**src/rtl/mem_access_unit.sv**
```systemverilog
// Memory-access unit: MAR/MDR pair plus a word/half/byte load-store engine
// with ready handshake, wait timeout and read-modify-write for sub-word stores.
module mem_access_unit #(
    parameter int unsigned ADDR_W   = 9,
    parameter int unsigned MAX_WAIT = 15
) (
    input  logic              clk,
    input  logic              clr,
    input  logic [31:0]       bus_in,
    input  logic              MARin,
    input  logic              MDRin,
    input  logic              Read,
    input  logic              rd_req,
    input  logic              wr_req,
    input  logic [1:0]        size,
    input  logic              sign_ext,
    input  logic [31:0]       mem_rdata,
    input  logic              mem_ready,
    output logic [31:0]       mdr_out,
    output logic [ADDR_W+1:0] mar_out,
    output logic [ADDR_W-1:0] mem_addr,
    output logic [31:0]       mem_wdata,
    output logic              mem_en,
    output logic              mem_we,
    output logic              busy,
    output logic              done,
    output logic              err
);

    localparam int unsigned MAR_W = ADDR_W + 2;
    localparam int unsigned CNT_W = (MAX_WAIT > 2) ? $clog2(MAX_WAIT) : 1;
    localparam logic [CNT_W-1:0] CNT_LAST = CNT_W'((MAX_WAIT == 0) ? 0 : MAX_WAIT - 1);

    localparam logic [1:0] SZ_BYTE = 2'b00;
    localparam logic [1:0] SZ_HALF = 2'b01;
    localparam logic [1:0] SZ_WORD = 2'b10;

    typedef enum logic [2:0] {
        S_IDLE,
        S_RD_WAIT,
        S_WR_WAIT,
        S_RMW_RD,
        S_RMW_WR
    } state_t;

    state_t             r_state, w_state;
    logic [MAR_W-1:0]   r_mar, w_mar;
    logic [31:0]        r_mdr, w_mdr;
    logic [31:0]        r_wdata, w_wdata;
    logic [CNT_W-1:0]   r_cnt, w_cnt;
    logic [1:0]         r_size, w_size;
    logic               r_sext, w_sext;
    logic               r_en, w_en;
    logic               r_we, w_we;
    logic               r_busy, w_busy;
    logic               r_done, w_done;
    logic               r_err, w_err;
    logic               w_bad;
    logic               w_timeout;

    // Bit offset of the addressed byte or halfword within the word
    function automatic logic [4:0] lane_shift(input logic [1:0] lane, input logic [1:0] sz);
        return (sz == SZ_HALF) ? {lane[1], 4'b0000} : {lane, 3'b000};
    endfunction

    function automatic logic [31:0] extract(input logic [31:0] d, input logic [1:0] lane,
                                            input logic [1:0] sz, input logic sx);
        logic [7:0]  b;
        logic [15:0] h;
        b = 8'(d >> lane_shift(lane, sz));
        h = 16'(d >> lane_shift(lane, sz));
        case (sz)
            SZ_BYTE: return {{24{sx & b[7]}}, b};
            SZ_HALF: return {{16{sx & h[15]}}, h};
            default: return d;
        endcase
    endfunction

    function automatic logic [31:0] merge(input logic [31:0] cur, input logic [31:0] src,
                                          input logic [1:0] lane, input logic [1:0] sz);
        logic [31:0] mask;
        mask = ((sz == SZ_HALF) ? 32'h0000_FFFF : 32'h0000_00FF) << lane_shift(lane, sz);
        return (cur & ~mask) | ((src << lane_shift(lane, sz)) & mask);
    endfunction

    assign w_bad = (size == 2'b11)
                 | ((size == SZ_HALF) & r_mar[0])
                 | ((size == SZ_WORD) & (r_mar[1:0] != 2'b00));
    assign w_timeout = (MAX_WAIT != 0) && (r_cnt == CNT_LAST);

    always_ff @(posedge clk or negedge clr) begin
        if (!clr) begin
            r_state <= S_IDLE;
            r_mar   <= '0;
            r_mdr   <= '0;
            r_wdata <= '0;
            r_cnt   <= '0;
            r_size  <= '0;
            r_sext  <= 1'b0;
            r_en    <= 1'b0;
            r_we    <= 1'b0;
            r_busy  <= 1'b0;
            r_done  <= 1'b0;
            r_err   <= 1'b0;
        end else begin
            r_state <= w_state;
            r_mar   <= w_mar;
            r_mdr   <= w_mdr;
            r_wdata <= w_wdata;
            r_cnt   <= w_cnt;
            r_size  <= w_size;
            r_sext  <= w_sext;
            r_en    <= w_en;
            r_we    <= w_we;
            r_busy  <= w_busy;
            r_done  <= w_done;
            r_err   <= w_err;
        end
    end

    always_comb begin
        w_state = r_state;
        w_mar   = r_mar;
        w_mdr   = r_mdr;
        w_wdata = r_wdata;
        w_cnt   = r_cnt;
        w_size  = r_size;
        w_sext  = r_sext;
        w_en    = 1'b0;
        w_we    = 1'b0;
        w_busy  = 1'b1;
        w_done  = 1'b0;
        w_err   = 1'b0;
        case (r_state)
            S_IDLE: begin
                w_busy = 1'b0;
                if (rd_req || wr_req) begin
                    w_size = size;
                    w_sext = sign_ext;
                    if (w_bad) begin
                        w_done = 1'b1;
                        w_err  = 1'b1;
                    end else begin
                        w_busy = 1'b1;
                        w_en   = 1'b1;
                        w_cnt  = '0;
                        if (rd_req) begin
                            w_state = S_RD_WAIT;
                        end else if (size == SZ_WORD) begin
                            w_state = S_WR_WAIT;
                            w_we    = 1'b1;
                            w_wdata = r_mdr;
                        end else begin
                            w_state = S_RMW_RD;
                        end
                    end
                end else begin
                    if (MARin) w_mar = bus_in[MAR_W-1:0];
                    if (MDRin) w_mdr = Read ? mem_rdata : bus_in;
                end
            end
            S_RD_WAIT, S_WR_WAIT, S_RMW_RD, S_RMW_WR: begin
                w_en  = 1'b1;
                w_we  = (r_state == S_WR_WAIT) || (r_state == S_RMW_WR);
                w_cnt = r_cnt + CNT_W'(1);
                if (mem_ready) begin
                    w_cnt = '0;
                    if (r_state == S_RMW_RD) begin
                        // Read phase done: merged word becomes the write data
                        w_wdata = merge(mem_rdata, r_mdr, r_mar[1:0], r_size);
                        w_state = S_RMW_WR;
                        w_we    = 1'b1;
                    end else begin
                        if (r_state == S_RD_WAIT)
                            w_mdr = extract(mem_rdata, r_mar[1:0], r_size, r_sext);
                        w_state = S_IDLE;
                        w_en    = 1'b0;
                        w_we    = 1'b0;
                        w_busy  = 1'b0;
                        w_done  = 1'b1;
                    end
                end else if (w_timeout) begin
                    w_state = S_IDLE;
                    w_en    = 1'b0;
                    w_we    = 1'b0;
                    w_busy  = 1'b0;
                    w_done  = 1'b1;
                    w_err   = 1'b1;
                end
            end
            default: begin
                w_state = S_IDLE;
                w_busy  = 1'b0;
            end
        endcase
    end

    assign mdr_out   = r_mdr;
    assign mar_out   = r_mar;
    assign mem_addr  = r_mar[MAR_W-1:2];
    assign mem_wdata = r_wdata;
    assign mem_en    = r_en;
    assign mem_we    = r_we;
    assign busy      = r_busy;
    assign done      = r_done;
    assign err       = r_err;

endmodule

```
**config.mk**
```make
export PLATFORM = sky130hd
export DESIGN_NAME = mem_access_unit
export DESIGN_NICKNAME = d
export VERILOG_FILES = /design/src/rtl/mem_access_unit.sv
export SDC_FILE = /design/constraint.sdc
export NUM_CORES = 1
export LEC_CHECK = 0
export ABC_AREA = 1
export CAP_MARGIN = 20
export CORE_UTILIZATION = 44
export CTS_CLUSTER_DIAMETER = 30
export DETAILED_ROUTE_END_ITERATION = 8
export MAX_ROUTING_LAYER = met4
export PLACE_DENSITY = 0.78
export REMOVE_ABC_BUFFERS = 1
export SYNTH_ARGS = -nofsm -noshare
export SYNTH_HDL_FRONTEND = slang
export SYNTH_SLANG_ARGS = --single-unit
export TNS_END_PERCENT = 20
```
**constraint.sdc**
```tcl
create_clock -name clk -period 1.54 [get_ports clk]
set_input_delay 0.308 -clock clk [delete_from_list [all_inputs] [get_ports clk]]
set_output_delay 0.308 -clock clk [all_outputs]
set_load 0.02 [all_outputs]
```
==> impl_metrics.ini <==
[pwr]
p_leak_nw = 4.43
pwr-share-comb_pct = 69.3
clkPwrFrac_pct = 10.8
vdd_drop_max_mv = 1.47
switching_share_pct = 49.8
p_int_mw = 11.2
p_sw_mw = 11.1
sequentialPowerShare_pct = 19.9
p_per_area_mw_per_mm2 = 2560

[run_status]
failed_checks = negative setup slack
status = complete, but fails checks

[clock_tree]
clkTransAtPathRegs_ps = 70
cts-root-buf = clkbuf_16
cts_tree = built
cts_max_level = 3
numCtsBuffers = 9
worstSkewPairLatency_ps = 360
ctsLongestPathBuffers = 2
cts_sinks = 89

[sta]
layout_min_cycle_time_ps = 1730
rsz0062_at_grt = true
finalCritPeriodShare_pct = 113
final-setup-viol-count = 65
worst_slack_ps = -195
worst_slew_pin_slew_ps = 634
finalHoldViolations = 0
fmax_mhz = 577
maxSlewHeadroom_pct = 57.6
slew_violations = 0
clock_skew_ps = 11.6

[die]
die_x_um = 117
rows = 41
core-area_mm2 = 0.0127
io_pins = 164
die_h_um = 117
die_area_mm2 = 0.0136
initial_core_util_pct = 45.4

[critical_path]
crit_path_end_kind = flip-flop
path_delay_family = simple AND/OR/NAND/NOR gates
ff2ff_setup_slack_ps = -190
cp_slowest_cell = dfrtp_2
cp.depth = 9
cp-start-kind = flip-flop
cp_slowest_stage_delay_ps = 470
path_buf_inv = 2
rr_startpoint = mar_out[0]
required_ps = 1770
endpoint = mem_wdata[19]
r2r_cells = 9
crit_type = reg -> reg
crit_path_cell_trace = nor2_1 -> o21ai_2 -> o21ai_2 -> nand2_2 -> nor2_4 -> inv_4 -> buf_12 -> nand2_1 -> nand2_1
startpoint = mar_out[0]
cp_max_fo = 7
rr_endpoint = mem_wdata[19]
cp.arrival_ps = 1970

[synthesis]
yosysWarningCount = 0
synthAdderAreaFrac_pct = 0.433
synthCells = 846
yosys.area.top_type = dfrtp_1
muxShareOfSynthArea_pct = 1.17
synth_edf_count = 0
synth_compound_area_share_pct = 13.9
netlist_top_cells_count = nand2_1, dfrtp_1, nand3_1
synthArstFlopShare_pct = 100
ys_ff_latch = 89
synth.most_common_cell = nand2_1
ys_seq_area_share_pct = 38.6
ys.flop_type = dfrtp_1
synth.distinct_cells = 34
synth_top_family_by_area = simple AND/OR/NAND/NOR gates
avgSynthCellArea_um2 = 6.83
synth.area.top_cells = dfrtp_1, nand2_1, nand3_1
yosys.area_share.simple_pct = 35.9
netlist_area_mm2 = 0.00577
synth_xor_area_share_pct = 0.303
synth_top_cell_area_share_pct = 38.6

[cells_and_area]
antenna_cells = 0
seqCellArea_mm2 = 0.00223
multi_input_area_mm2 = 0.00318
syn_to_final_growth_pct = 50.5
final_cell_count_no_fill = 1248
nNetsFinal = 1148
drive_above_1_share_pct = 19.1
fillers = 1143

[route]
wl_um = 21200
drtAntennaViolNets = 0
drt-pass1-iter-count = 7
drc = 0
vias = 6854
wl_per_cell_um = 17.0
initialDrtViolationCount = 728
vias_per_cell = 5.49

[worst_hold_path]
hold_class = in -> async

[global_route]
grt_pass1_wl_um = 32800
antenna_found_initial = 0
grt_pass1_vias = 6546
grt_usage_pct = 33.2
gr-total-overflow = 0
grt_max_degree = 51

[place]
place.gp.congestion = 0.925
dpl.hpwl_um = 14600
dp.cells = 1220
pre_cts_slack_ps = -484
portBuffers = 163

[job]
cap_violations = 0
-- metrics by stage --
stage	power [mW]	util, %	hold WS (ps)	TNS [ps]	area [um^2]
finish	22.3	68.3	406	-8960	8690
global route	23.8	68.3	436	-14150	8690
CTS	21.5	67.2	412	-3950	8550
detailed placement	19.1	63.9	235	-24990	8130
global placement	18.8	63.9	233	-21400	8130
floorplan	11.9	-	12.4	-58080	5390
-- placed cells by master, fill, tap and decap left out, types with 10 or more instances in the layout --
cell	netlist	layout
a21oi_1	45	45
nand4_1	14	14
nand2_1	347	329
nand2_2	5	19
inv_1	41	38
nand3_1	84	81
o21ai_0	59	46
buf_4	18	90
buf_12	0	10
o21ai_2	3	11
dlygate4sd2_1	0	87
o21ai_1	16	20
clkdlybuf4s50_1	0	73
nor2_1	26	23
dfrtp_1	89	87
buf_6	8	14
-- layer usage --
metal / routed length [um] / part of all wire, % / GRT usage, %
met5: 0 / 0 / -
met4: 939 / 4.4 / 20.1
met3: 1990 / 9.4 / 4.57
met2: 9870 / 47 / 51.6
met1: 8370 / 40 / 41.1
-- layout make-up --
class / instances / share of cell area (%)
Inverter: 48 / 2.19
Sequential cell: 89 / 25.7
Multi-Input combinational cell: 647 / 36.6
Clock buffer: 10 / 2.64
Timing Repair Buffer: 276 / 29.5
Clock inverter: 6 / 0.950
Tap cell: 172 / 2.48
-- registers in the layout, summed over array words and instances, names as in the netlist --
register / count
mem_wdata: 32
r_sext: 1
busy: 1
mem_we: 1
err: 1
r_size: 2
r_cnt: 4
done: 1
mdr_out: 32
mar_out: 11
r_state: 3
-- how the worst min path moves through the flow --
stage,to,depth (start not counted),start,slack [ps]
after floorplan,busy,0,clr,10
after global placement,mdr_out[29],1,clr,230
after detailed placement,mdr_out[29],1,clr,240
after CTS,mem_wdata[13],2,clr,410
after global routing,mem_wdata[13],2,clr,440
final,mem_wdata[13],2,clr,410
-- power by group through the flow --
stage / logic [mW] / registers [mW] / clock network [mW]
after floorplan: 6.18 / 5.71 / 0
final: 15.4 / 4.43 / 2.41
after global placement: 14.4 / 4.40 / 0
after detailed placement: 14.7 / 4.37 / 0
after CTS: 14.7 / 4.38 / 2.41
after global routing: 16.7 / 4.54 / 2.51
-- logic make-up after synthesis --
family                   Yosys count
AND/OR/NAND/NOR                  488
AO/OA/AOI/OAI                    148
buffers and inverters            111
flip-flops                        89
multiplexers                       6
XOR/XNOR                           2
adder cells (fa/ha/maj)            2
-- timing repair --
action / in CTS / in global routing
setup endpoints to repair: 162 / 81
endpoints found under the hold margin: 21 / 0
hold buffers: 1 / 0
resized for setup: 134 / 45
cloned: 2 / 0
buffers inserted: 5 / 4
pin swaps: 12 / 12
(Power assumes the default switching activity.)
